$ cat config.mk
export PLATFORM = sky130hd
export DESIGN_NAME = level_sequencer
export DESIGN_NICKNAME = d
export VERILOG_FILES = /design/src/rtl/level_sequencer.sv
export SDC_FILE = /design/constraint.sdc
export NUM_CORES = 1
export LEC_CHECK = 0
export ABC_AREA = 0
export BUFFER_PORTS_ARGS = -buffer_cell sky130_fd_sc_hd__buf_2
export CAP_MARGIN = 20
export CORE_MARGIN = 1
export CORE_UTILIZATION = 40
export DETAILED_ROUTE_END_ITERATION = 6
export PLACE_DENSITY = 0.61
export SLEW_MARGIN = 20
export SYNTH_ARGS = -nofsm -noshare
export SYNTH_HDL_FRONTEND = slang
export SYNTH_SLANG_ARGS = --single-unit
$ cat constraint.sdc
create_clock -name clk -period 5.9 [get_ports clk]
set_input_delay 0.295 -clock clk [delete_from_list [all_inputs] [get_ports clk]]
set_output_delay 0.295 -clock clk [all_outputs]
set_load 0.05 [all_outputs]
$ cat src/rtl/level_sequencer.sv
// Player session sequencer: login, level selection, level-1 round counting,
// timed-level control, interrupt/pause handling and a high-score scan.
module level_sequencer #(
  parameter int NUM_PLAYERS = 8,
  parameter int NUM_LEVELS  = 4,
  parameter int ROUNDS_L1   = 10,
  parameter int T_BASE      = 90,
  parameter int T_STEP      = 15,
  parameter int ID_W        = $clog2(NUM_PLAYERS),
  parameter int LV_W        = $clog2(NUM_LEVELS + 1)
) (
  input  logic                                 clk,
  input  logic                                 rst,
  input  logic                                 auth_ok,
  input  logic [ID_W-1:0]                      user_id,
  input  logic                                 go,
  input  logic [LV_W-1:0]                      level_sel,
  input  logic                                 round_done,
  input  logic [7:0]                           score_in,
  input  logic                                 timer_timeout,
  input  logic                                 wdog_timeout,
  output logic [LV_W-1:0]                      level,
  output logic [7:0]                           timer_preset,
  output logic                                 timer_load,
  output logic                                 timer_en,
  output logic                                 wdog_en,
  output logic                                 score_clr,
  output logic [$clog2(ROUNDS_L1+1)-1:0]       round_cnt,
  output logic                                 logout,
  output logic [ID_W-1:0]                      winner_id,
  output logic [8+$clog2(NUM_LEVELS)-1:0]      winner_total,
  output logic                                 winner_valid
);

  localparam int RC_W  = $clog2(ROUNDS_L1 + 1);
  localparam int TOT_W = 8 + $clog2(NUM_LEVELS);
  localparam logic [LV_W-1:0] LAST_LV  = LV_W'(NUM_LEVELS);
  localparam logic [LV_W-1:0] HS_LEVEL = LV_W'(NUM_LEVELS + 1);

  typedef enum logic [3:0] {
    S_IDLE, S_SELECT, S_L1_PLAY, S_T_CFG, S_T_ARM, S_T_WAIT, S_T_PLAY,
    S_T_DONE, S_INTERRUPT, S_PAUSE, S_RESUME, S_LOGOUT, S_HS_SCAN, S_HS_SHOW
  } state_t;

  state_t state_q, state_d;

  logic [ID_W-1:0]       pid_q;
  logic [LV_W-1:0]       level_q;
  logic [7:0]            preset_q;
  logic [RC_W-1:0]       round_q;
  logic [ID_W-1:0]       scan_idx_q;
  logic [TOT_W-1:0]      max_q;
  logic [ID_W-1:0]       max_id_q;
  logic [NUM_LEVELS-1:0] unlock_q [NUM_PLAYERS];
  // best_q[p][k] holds the best score of timed level k+2
  logic [7:0]            best_q   [NUM_PLAYERS][NUM_LEVELS-1];

  logic [LV_W-1:0]  target;
  logic [TOT_W-1:0] scan_total;
  logic             go_eff;
  state_t           resume_state;

  function automatic logic [7:0] preset_for(input logic [LV_W-1:0] lv);
    int v;
    v = T_BASE - (int'(lv) - 2) * T_STEP;
    if (v < 1) v = 1;
    if (v > 255) v = 255;
    return 8'(v);
  endfunction

  // Watchdog expiry takes precedence over a simultaneous go everywhere.
  assign go_eff       = go & ~wdog_timeout;
  assign resume_state = (level_q == LV_W'(1)) ? S_L1_PLAY : S_T_PLAY;

  always_comb begin
    target = LV_W'(1);
    for (int l = 2; l <= NUM_LEVELS; l++) begin
      if (unlock_q[pid_q][l-1] && (int'(level_sel) >= l)) target = LV_W'(l);
    end
  end

  always_comb begin
    scan_total = '0;
    for (int k = 0; k < NUM_LEVELS - 1; k++) begin
      scan_total = scan_total + TOT_W'(best_q[scan_idx_q][k]);
    end
  end

  always_comb begin
    state_d    = state_q;
    timer_load = 1'b0;
    timer_en   = 1'b0;
    wdog_en    = 1'b0;
    score_clr  = 1'b0;
    logout     = 1'b0;
    case (state_q)
      S_IDLE:    if (auth_ok) state_d = S_SELECT;
      S_SELECT: begin
        if (go_eff) begin
          if (level_sel == '0)        state_d = S_HS_SCAN;
          else if (target == LV_W'(1)) state_d = S_L1_PLAY;
          else                         state_d = S_T_CFG;
        end
      end
      S_L1_PLAY: begin
        wdog_en = 1'b1;
        if (go_eff) state_d = S_INTERRUPT;
      end
      S_T_CFG:   state_d = S_T_ARM;
      S_T_ARM: begin
        timer_load = 1'b1;
        score_clr  = 1'b1;
        state_d    = S_T_WAIT;
      end
      S_T_WAIT:  if (go_eff) state_d = S_T_PLAY;
      S_T_PLAY: begin
        timer_en = 1'b1;
        wdog_en  = 1'b1;
        if (timer_timeout) state_d = S_T_DONE;
        else if (go_eff)   state_d = S_INTERRUPT;
      end
      S_T_DONE: begin
        if (go_eff) state_d = (level_q < LAST_LV) ? S_T_CFG : S_SELECT;
      end
      S_INTERRUPT: begin
        wdog_en = 1'b1;
        if (wdog_timeout) state_d = resume_state;
        else if (go)      state_d = S_PAUSE;
      end
      S_PAUSE: begin
        wdog_en = 1'b1;
        if (wdog_timeout) state_d = S_RESUME;
        else if (go)      state_d = S_LOGOUT;
      end
      S_RESUME:  if (go_eff) state_d = resume_state;
      S_LOGOUT: begin
        logout    = 1'b1;
        score_clr = 1'b1;
        state_d   = S_IDLE;
      end
      S_HS_SCAN: if (scan_idx_q == ID_W'(NUM_PLAYERS - 1)) state_d = S_HS_SHOW;
      S_HS_SHOW: if (go_eff) state_d = S_SELECT;
      default:   state_d = S_IDLE;
    endcase
  end

  always_ff @(posedge clk) begin
    if (!rst) begin
      state_q    <= S_IDLE;
      pid_q      <= '0;
      level_q    <= '0;
      preset_q   <= 8'(T_BASE);
      round_q    <= '0;
      scan_idx_q <= '0;
      max_q      <= '0;
      max_id_q   <= '0;
      for (int p = 0; p < NUM_PLAYERS; p++) begin
        unlock_q[p] <= NUM_LEVELS'(1);
        for (int k = 0; k < NUM_LEVELS - 1; k++) best_q[p][k] <= 8'd0;
      end
    end else begin
      state_q <= state_d;
      case (state_q)
        S_IDLE: if (auth_ok) pid_q <= user_id;
        S_SELECT: begin
          if (state_d == S_HS_SCAN) begin
            level_q    <= HS_LEVEL;
            scan_idx_q <= '0;
            max_q      <= '0;
            max_id_q   <= '0;
          end else if (state_d != S_SELECT) begin
            level_q <= target;
            if (state_d == S_T_CFG) preset_q <= preset_for(target);
          end
        end
        S_L1_PLAY: begin
          if (round_done) begin
            if (round_q == RC_W'(ROUNDS_L1 - 1)) begin
              round_q         <= '0;
              unlock_q[pid_q] <= unlock_q[pid_q] | NUM_LEVELS'(2);
            end else begin
              round_q <= round_q + RC_W'(1);
            end
          end
        end
        S_T_PLAY: begin
          if (state_d == S_T_DONE) begin
            for (int l = 2; l <= NUM_LEVELS; l++) begin
              if ((level_q == LV_W'(l)) && (score_in > best_q[pid_q][l-2]))
                best_q[pid_q][l-2] <= score_in;
            end
            if (level_q < LAST_LV)
              unlock_q[pid_q] <= unlock_q[pid_q] | (NUM_LEVELS'(1) << level_q);
          end
        end
        S_T_DONE: begin
          if (state_d == S_T_CFG) begin
            level_q  <= level_q + LV_W'(1);
            preset_q <= preset_for(level_q + LV_W'(1));
          end
        end
        S_LOGOUT: level_q <= '0;
        S_HS_SCAN: begin
          scan_idx_q <= scan_idx_q + ID_W'(1);
          // strict compare keeps the lowest index on ties
          if (scan_total > max_q) begin
            max_q    <= scan_total;
            max_id_q <= scan_idx_q;
          end
        end
        default: ;
      endcase
    end
  end

  assign level        = level_q;
  assign timer_preset = preset_q;
  assign round_cnt    = round_q;
  assign winner_id    = max_id_q;
  assign winner_total = max_q;
  assign winner_valid = (state_q == S_HS_SHOW) && (max_q != '0);

endmodule

==> results of run 1 <==
-- sequential cells by signal (all words and copies together) (netlist names), named ones only --
register / count
level: 3
scan_idx_q: 3
unlock_q: 24
pid_q: 3
timer_preset: 8
winner_total: 10
best_q: 192
round_cnt: 4
state_q: 4
winner_id: 3
-- Yosys cell counts, types with 5 or more instances --
cell	count	area, um2
o21a_1	6	45.04
dfxtp_1	44	880.8
and3_1	8	50.05
fa_1	10	200.2
inv_1	31	116.4
nor3_1	38	190.2
a21o_1	8	60.06
nor3b_1	7	52.55
a21oi_1	45	225.2
clkbuf_1	48	180.2
nor2_1	239	897.1
o22ai_1	5	31.28
mux2i_1	27	270.3
o21ai_1	8	40.04
o21ai_0	53	265.3
xnor2_1	6	52.55
nand2b_1	10	62.56
nand4_1	8	50.05
o211ai_1	5	37.54
edfxtp_1	216	6486
mux4_2	101	2275
or2_2	5	31.28
buf_2	13	65.06
nand2_1	87	326.6
mux2_2	29	326.6
nor2b_1	10	62.56
nand3b_1	5	37.54
ha_1	62	775.7
nand3_1	25	125.1
buf_1	25	93.84
-- cells by family (layout without fill, tap and decap cells) --
| group | Yosys count | in the layout | synth area share (%) |
|---|---|---|---|
| flip-flops | 260 | 260 | 49.10 |
| multiplexers | 157 | 157 | 19.14 |
| XOR/XNOR | 10 | 10 | 0.5836 |
| AO/OA/AOI/OAI | 165 | 165 | 6.712 |
| buffers and inverters | 126 | 187 | 3.619 |
| other | 1 | 4 | 0.02499 |
| AND/OR/NAND/NOR | 473 | 473 | 14.33 |
| adder cells (fa/ha/maj) | 72 | 72 | 6.504 |
-- worst reg2reg max path, cell delays in order, from the launching register on --
cell,delay [ns]
dfxtp_4,0.57
mux4_2,0.56
mux2_2,0.30
fa_1,0.57
ha_1,0.18
inv_1,0.06
fa_1,0.40
nor2b_1,0.12
o21ai_0,0.10
a21boi_0,0.27
o21ai_0,0.15
a21boi_1,0.29
o21a_1,0.16
ha_1,0.23
and4_1,0.21
and3_1,0.19
o21a_1,0.11
o41ai_2,0.40
buf_4,0.25
nor2_1,0.06
a31oi_1,0.14
nor2_1,0.05
-- what timing repair did --
action                     4_1_cts  5_1_grt
hold buffers                     1        0
hold endpoints to repair         2        0
setup endpoints to repair        0       12
gates resized for setup          0        3
buffers inserted                 0        0
-- power by group through the flow --
stage | clock, mW | combinational, mW | sequential (mW)
CTS | 1.84 | 0.751 | 2.14
detailed placement | 0 | 0.747 | 2.18
floorplan | 0 | 0.535 | 2.14
global route | 1.91 | 0.820 | 2.15
global placement | 0 | 0.737 | 2.18
finish | 1.83 | 0.759 | 2.14
-- path summary, 6_finish.rpt --
check	startpoint	to	depth (start not counted)
max	flop	winner_total[2]	21
min reg2reg	winner_id[1]	winner_id[1]	2
max reg2reg	flop	winner_total[2]	21
min	user_id[1]	flop	3
-- stage by stage --
stage,instance area (um2),power (mW),cells,setup slack [ns],util [%]
after floorplan,15020,2.672,1267,0.2249,-
after global placement,15900,2.914,1740,0.2696,43.21
after detailed placement,15900,2.928,1740,0.2199,43.22
after CTS,16840,4.733,1795,0.1844,45.79
after global routing,16880,4.882,1796,0.03391,45.88
final,16880,4.725,1796,0.4003,45.88
-- metal layers --
| layer | track usage, % | share of wire, % |
|---|---|---|
| met5 | 0 | 0 |
| met4 | 8.941 | 4.0 |
| met1 | 30.73 | 40 |
| met2 | 37.01 | 46 |
| met3 | 4.349 | 9.2 |
-- final cells by class --
cell class / instances / area share, %
clock inverter: 15 / 0.9861
tap: 468 / 3.470
timing repair buffer: 101 / 4.152
multi-input combinational: 881 / 42.42
inverter: 32 / 0.7117
sequential: 260 / 43.72
clock buffer: 39 / 4.545
==> run metrics, run 1 <==
status=finished, final reports clean; Area Overhead vs Synth=12.47%; initial antenna violation count=0; Fin. Hold Viols=0; via count=10670; R2R Setup Slk=0.40 ns; total gr overflow=0; routed length per instance=24.18 um; die area=38290 um2; CP Capture Type=flop; Finish-stage setup viols=0; Sequential Power Share=45.3%; Slowest cell on crit path=dfxtp_4; RSZ-0062 raised after global routing=no; routability cong.=0.9254; clock sink count=260; slowest stage delay, CP=0.57 ns; Initial Util=40.79%; LEAKAGE=5.779 nW; worst path arrival time=5.92 ns; pwr/cell area=280.0 nW/um2; vias in the first global route=10520; hold_ws=0.02413 ns; detailed placer's ending HPWL=30430 um; Worst Path Buf+Inv=2; Slew Limit Fails=0; CTS buffer count=29; NetSw=1.323 mW; die width=195.7 um; CP max FO=14; critical path launch point type=flop; Tmin final=5.500 ns; CTS tree=done; routed vias/inst=5.939; Clock power frac=38.6%; share of layout cells above drive strength 1=23.19%; FMAX=181.8 MHz; largest net degree at the start of global routing=42; clk root buf=clkbuf_16; Mean Syn Cell Area=11.87 um2; CTS Buffer Depth=3; 1st-iter DRT viols=1004; IO Pins=55; register area=7378 um2; nets=1398; post-route DRC violation count=0; post-synthesis cell type count=76; critical path class=reg2reg; Worst Max-Slew Pin Slew=1.164 ns; Yosys reg bits=260; Routed Antenna Nets=0; Async S/R FF share, synth=0%; sequential area share after synthesis=49.10%; Max Cap Viol=0; Global Route Usage Sum=22.95%; switching share of total power=27.99%; setup_tns=0 ns; Post-synth EDFFs=216; HP Class=in2reg; Fillers=3410; CTS clk-pin slew, worst paths=0.06 ns; Final period util=93.22%; WP data required=6.32 ns; most frequent cells in the layout=239 x nor2_1, 216 x edfxtp_1, 101 x mux4_2, 87 x nand2_1, 62 x ha_1; yosys warns=0; Main synth FF type=edfxtp_1; # diodes=0; Cells after Synth=1264; WL final=43430 um; Skew-Pair Late Insertion Delay=0.59 ns; first-pass GRT wire length=65140 um; CORE AREA=36790 um2; critical path's top delay family=compound AO/OA/AOI/OAI gates; cell-internal power=3.403 mW; Rows=70; H-tree levels=1; slew margin rel.=22.13%; area of the mapped netlist=15010 um2; I/O Buffers=54; first-pass iteration count of the detailed router=5; Layout Skew=0.03441 ns; sequence of cells on the critical path=mux4_2 -> mux2_2 -> fa_1 -> ha_1 -> inv_1 -> fa_1 -> nor2b_1 -> o21ai_0 -> a21boi_0 -> o21ai_0 -> a21boi_1 -> o21a_1 -> ha_1 -> and4_1 -> and3_1 -> o21a_1 -> o41ai_2 -> buf_4 -> nor2_1 -> a31oi_1 -> nor2_1; commonest non-fill, non-tap cell in the layout=nor2_1; area of the multi-input gates=7158 um2; Die H=195.7 um; power share of the combinational group=16.1%; Max VDD drop=210.5 uV
(Power assumes the default switching activity.)
==> run 2: changes to the inputs <==
BUFFER_PORTS_ARGS = unset   (was -buffer_cell sky130_fd_sc_hd__buf_2)
DONT_BUFFER_PORTS = 1   (was unset)
PLACE_DENSITY = unset   (was 0.61)
==> run metrics, run 2 (synthesized netlist as in run 1, its figures left out) <==
Tmin final=5.527 ns (was 5.500 ns); routed vias/inst=6.033 (was 5.939); CTS buffer count=28 (was 29); vias in the first global route=10590 (was 10520); largest net degree at the start of global routing=56 (was 42); pwr/cell area=277.8 nW/um2 (was 280.0 nW/um2); R2R Setup Slk=0.37 ns (was 0.40 ns); first-pass iteration count of the detailed router=5 (unchanged); power share of the combinational group=15.4% (was 16.1%); Die H=195.7 um (unchanged); CP max FO=26 (was 14); switching share of total power=27.52% (was 27.99%); slew margin rel.=29.49% (was 22.13%); CTS clk-pin slew, worst paths=0.06 ns (about the same); critical path launch point type=flop (unchanged); Clock power frac=38.1% (was 38.6%); I/O Buffers=0 (was 54); Global Route Usage Sum=23.78% (was 22.95%); clock sink count=260 (unchanged); Max VDD drop=220.3 uV (was 210.5 uV); cell-internal power=3.396 mW (was 3.403 mW); Skew-Pair Late Insertion Delay=0.55 ns (was 0.59 ns); routed length per instance=25.54 um (was 24.18 um); via count=10650 (was 10670); RSZ-0062 raised after global routing=no (unchanged); area of the multi-input gates=7171 um2 (was 7158 um2); die area=38290 um2 (unchanged); share of layout cells above drive strength 1=20.29% (was 23.19%); Sequential Power Share=46.5% (was 45.3%); total gr overflow=0 (unchanged); FMAX=180.9 MHz (was 181.8 MHz); final core utilization=45.84% (was 45.88%); WP data required=6.39 ns (was 6.32 ns); initial antenna violation count=0 (unchanged); nets=1367 (was 1398); Routed Antenna Nets=0 (unchanged); Fin. Hold Viols=0 (unchanged); status=finished, final reports clean (unchanged); post-route DRC violation count=0 (unchanged); Largest Register=best_q (unchanged); detailed placer's ending HPWL=30690 um (was 30430 um); setup_tns=0 ns (unchanged); WL final=45080 um (was 43430 um); CP Capture Type=flop (unchanged); CTS tree=done (unchanged); Worst Max-Slew Pin Slew=1.073 ns (was 1.164 ns); 1st-iter DRT viols=1072 (was 1004); Finish-stage setup viols=0 (unchanged); total power=4.685 mW (was 4.725 mW); critical path class=reg2reg (unchanged); NetSw=1.289 mW (was 1.323 mW); CTS Buffer Depth=3 (unchanged); worst path arrival time=6.02 ns (was 5.92 ns); H-tree levels=1 (unchanged); HP Class=in2reg (unchanged); max reg flops=192 (unchanged); Rows=70 (unchanged); first-pass GRT wire length=67320 um (was 65140 um); Area Overhead vs Synth=12.37% (was 12.47%); Layout Skew=0.009601 ns (was 0.03441 ns); CORE AREA=36790 um2 (unchanged); die width=195.7 um (unchanged); routability cong.=0.9026 (was 0.9254); Initial Util=40.79% (unchanged); IO Pins=55 (unchanged); Slew Limit Fails=0 (unchanged); LEAKAGE=5.643 nW (was 5.779 nW); commonest non-fill, non-tap cell in the layout=nor2_1 (unchanged); Fillers=3296 (was 3410); clk root buf=clkbuf_16 (unchanged); Final period util=93.67% (was 93.22%); most frequent cells in the layout=239 x nor2_1, 216 x edfxtp_1, 101 x mux4_2, 87 x nand2_1, 62 x ha_1 (unchanged); Max Cap Viol=0 (unchanged); register area=7378 um2 (unchanged)
-- run 2: changes by cell type in the layout (fill, tap and decap cells not counted), sizes merged --
cell,previous run,this run
clkbuf,40,39
buf,99,53
diode,0,1
dlygate4sd3,1,18
inv,36,32
bufinv,3,2
clkinv,7,9
clkinvlp,1,2
-- run 2: path summary, 6_finish.rpt --
check | startpoint | endpoint | cells after the start
min | score_in[1] | best_q[3][17] | 2
max reg2reg | flop | winner_total[4] | 19
max | flop | winner_total[4] | 19
min reg2reg | scan_idx_q[2] | winner_id[2] | 2
-- run 2: power groups by stage --
stage / Combinational (mW) / Sequential (mW) / Clock, mW
4_1_cts: 0.712 / 2.18 / 1.81
6_report: 0.723 / 2.18 / 1.78
3_3_place_gp: 0.678 / 2.21 / 0
2_1_floorplan: 0.535 / 2.14 / 0
5_1_grt: 0.779 / 2.19 / 1.87
3_5_place_dp: 0.687 / 2.21 / 0
-- run 2: timing repair --
action | CTS | global route
hold endpoints to repair | 114 | 0
setup buffers | 0 | 7
hold buffers | 18 | 0
gates resized for setup | 0 | 2
endpoints found under the setup margin | 0 | 13
-- run 2: per-layer routing --
metal  share of wire (%)  track usage [%]  vias to the layer above
met5                   0                0                        -
met4                 3.7            8.304                        0
met3                 9.5            4.779                       89
met2                  47            39.17                      496
met1                  40            31.30                     5315
li1                    -                -                     4748
-- run 2: metrics by stage --
stage          hold slack (ns)  instance area, um2  cells  setup slack [ns]
2_1_floorplan           0.4489               15020   1267            0.2249
3_3_place_gp            0.3719               15660   1686            0.2091
3_5_place_dp            0.3764               15660   1686            0.1205
4_1_cts              0.0002764               16770   1756           0.08661
5_1_grt                0.01244               16860   1764           0.07206
6_report               0.02050               16860   1765            0.3732
-- run 2: worst max-delay path, stage by stage (launching register included) --
cell	delay (ns)
dfxtp_4	0.51
buf_12	0.28
mux4_2	0.59
mux2_2	0.30
fa_1	0.49
ha_1	0.36
a21oi_1	0.24
o21ai_0	0.17
a2111oi_0	0.46
nor3_1	0.13
xor2_1	0.17
ha_1	0.30
and4_1	0.16
and3_1	0.20
o21a_1	0.12
o41ai_2	0.41
buf_4	0.24
and3_1	0.16
a21oi_1	0.04
nor2_1	0.10
-- run 2: area by class of cell --
cell class,instances,area share (%)
clock buffer,39,4.756
clock inverter,13,0.7717
sequential,260,43.76
antenna,1,0.01484
tap,468,3.473
inverter,32,0.7123
timing repair buffer,71,3.992
multi-input combinational,881,42.52
==> run 3: changes to the inputs <==
==> constraint.sdc (replaced) <==
create_clock -name clk -period 5.9 [get_ports clk]
set_input_delay 1.77 -clock clk [delete_from_list [all_inputs] [get_ports clk]]
set_output_delay 1.77 -clock clk [all_outputs]
set_load 0.05 [all_outputs]
==> run metrics, run 3 (synthesized netlist as in run 1, its figures left out) <==
routed vias/inst=5.967 (was 6.033); worst path arrival time=5.99 ns (was 6.02 ns); CP Capture Type=flop (unchanged); Rows=70 (unchanged); Finish-stage setup viols=0 (unchanged); slew margin rel.=27.27% (was 29.49%); status=finished, final reports clean (unchanged); Final period util=93.71% (was 93.67%); Area Overhead vs Synth=11.18% (was 12.37%); first-pass GRT wire length=65470 um (was 67320 um); first-pass iteration count of the detailed router=7 (was 5); Largest Register=best_q (unchanged); routed length per instance=24.88 um (was 25.54 um); commonest non-fill, non-tap cell in the layout=nor2_1 (unchanged); Routed Antenna Nets=0 (unchanged); CORE AREA=36790 um2 (unchanged); clock sink count=260 (unchanged); Tmin final=5.529 ns (was 5.527 ns); CTS buffer count=29 (was 28); LEAKAGE=5.574 nW (was 5.643 nW); pwr/cell area=283.8 nW/um2 (was 277.8 nW/um2); # diodes=0 (was 1); most frequent cells in the layout=239 x nor2_1, 216 x edfxtp_1, 101 x mux4_2, 87 x nand2_1, 62 x ha_1 (unchanged); setup_tns=0 ns (unchanged); Max Cap Viol=0 (unchanged); FMAX=180.9 MHz (about the same); nets=1352 (was 1367); Initial Util=40.79% (unchanged); IO Pins=55 (unchanged); critical path launch point type=flop (unchanged); slowest stage delay, CP=0.69 ns (was 0.59 ns); share of layout cells above drive strength 1=20.61% (was 20.29%); max reg flops=192 (unchanged); Die H=195.7 um (unchanged); total gr overflow=0 (unchanged); Max VDD drop=210.7 uV (was 220.3 uV); initial antenna violation count=0 (unchanged); clk root buf=clkbuf_16 (unchanged); Slowest cell on crit path=dfxtp_2 (was mux4_2); H-tree levels=1 (unchanged); CP max FO=19 (was 26); Global Route Usage Sum=23.05% (was 23.78%); post-route cell area=16680 um2 (was 16860 um2); Placement Cell Area=15650 um2 (was 15660 um2); Layout Skew=0.01043 ns (was 0.009601 ns); vias in the first global route=10360 (was 10590); I/O Buffers=0 (unchanged); CTS Buffer Depth=3 (unchanged); Slew Limit Fails=0 (unchanged); Worst Max-Slew Pin Slew=1.087 ns (was 1.073 ns); die width=195.7 um (unchanged); Fin. Hold Viols=0 (unchanged); largest net degree at the start of global routing=45 (was 56); post-route DRC violation count=0 (unchanged); WP data required=6.36 ns (was 6.39 ns); detailed placer's ending HPWL=30520 um (was 30690 um); Skew-Pair Late Insertion Delay=0.57 ns (was 0.55 ns); CTS clk-pin slew, worst paths=0.06 ns (about the same); RSZ-0062 raised after global routing=no (unchanged); via count=10440 (was 10650); CTS tree=done (unchanged); HP Class=reg2reg (was in2reg); sequence of cells on the critical path=buf_4 -> mux4_2 -> mux2_2 -> fa_1 -> ha_1 -> a21oi_1 -> o21ai_0 -> a2111oi_0 -> nor3_1 -> xor2_1 -> ha_1 -> and4_1 -> and3_1 -> o21a_1 -> o41ai_2 -> buf_4 -> nor2_1 -> a31oi_1 -> nor2_1 (was buf_12 -> mux4_2 -> mux2_2 -> fa_1 -> ha_1 -> a21oi_1 -> o21ai_0 -> a2111oi_0 -> nor3_1 -> xor2_1 -> ha_1 -> and4_1 -> and3_1 -> o21a_1 -> o41ai_2 -> buf_4 -> and3_1 -> a21oi_1 -> nor2_1); critical path class=reg2reg (unchanged); Post-CTS Hold Fix Bufs=0 (was 18); die area=38290 um2 (unchanged); routability cong.=0.8856 (was 0.9026); 1st-iter DRT viols=1055 (was 1072); WL final=43520 um (was 45080 um)
## run 3: path summary, 6_finish.rpt
kind / from / endpoint / slack, ns / cells past startpoint
setup / recovery: flop / winner_total[2] / 0.37 / 19
hold / removal: scan_idx_q[2] / winner_id[2] / 0.49 / 2
setup reg to reg: flop / winner_total[2] / 0.37 / 19
hold reg to reg: scan_idx_q[2] / winner_id[2] / 0.49 / 2
## run 3: critical path, delay by kind of cell, from the launching register on
family	cells	cell delay, ns
and+or+nand+nor	5	0.61
xor gates and xnor gates	1	0.21
muxes	2	0.66
AOI/OAI and AO/OA	6	1.56
buffers and inverters	2	0.56
DFF	1	0.69
adders and majority gates	3	1.11
## run 3: final cells by class
cell class              instances  area [um2]
repair buffers                 55       462.9
well taps                     468       585.6
fillers                      3412       20100
inverters                      32       120.1
multi-input cells             881        7166
clock buffers                  36       762.0
flip-flops and latches        260        7378
clock inverters                17       209.0
## run 3: stage by stage
stage	std cells	util (%)	total power, mW	setup WS (ns)	hold slack, ns
2_1_floorplan	1267	-	2.672	0.2249	0.4489
3_3_place_gp	1692	42.54	2.886	0.3028	0.4694
3_5_place_dp	1692	42.54	2.895	0.2877	0.4816
4_1_cts	1745	45.18	4.759	0.2283	0.4900
5_1_grt	1749	45.35	4.892	0.0006590	0.5185
6_report	1749	45.35	4.735	0.3708	0.4874
## run 3: power by group
| part | switching, mW | leakage [nW] | internal, mW |
|---|---|---|---|
| Sequential | 0.128 | 2.59 | 2.05 |
| Clock | 0.774 | 0.470 | 1.10 |
| Combinational | 0.396 | 2.52 | 0.293 |
## run 3: timing repair
item                                    in CTS  in global routing
setup buffers                                0                  4
endpoints found under the setup margin       0                 13
resized for setup                            0                  1
endpoints found under the hold margin        0                  0
## run 3: per-layer routing
metal  share of wire, %  global-route usage, %  vias up
met3                8.6                  3.954       78
met4                3.0                  6.713        0
met5                  0                      0        -
met1                 41                  31.07     5218
met2                 48                  38.28      440
li1                   -                      -     4700
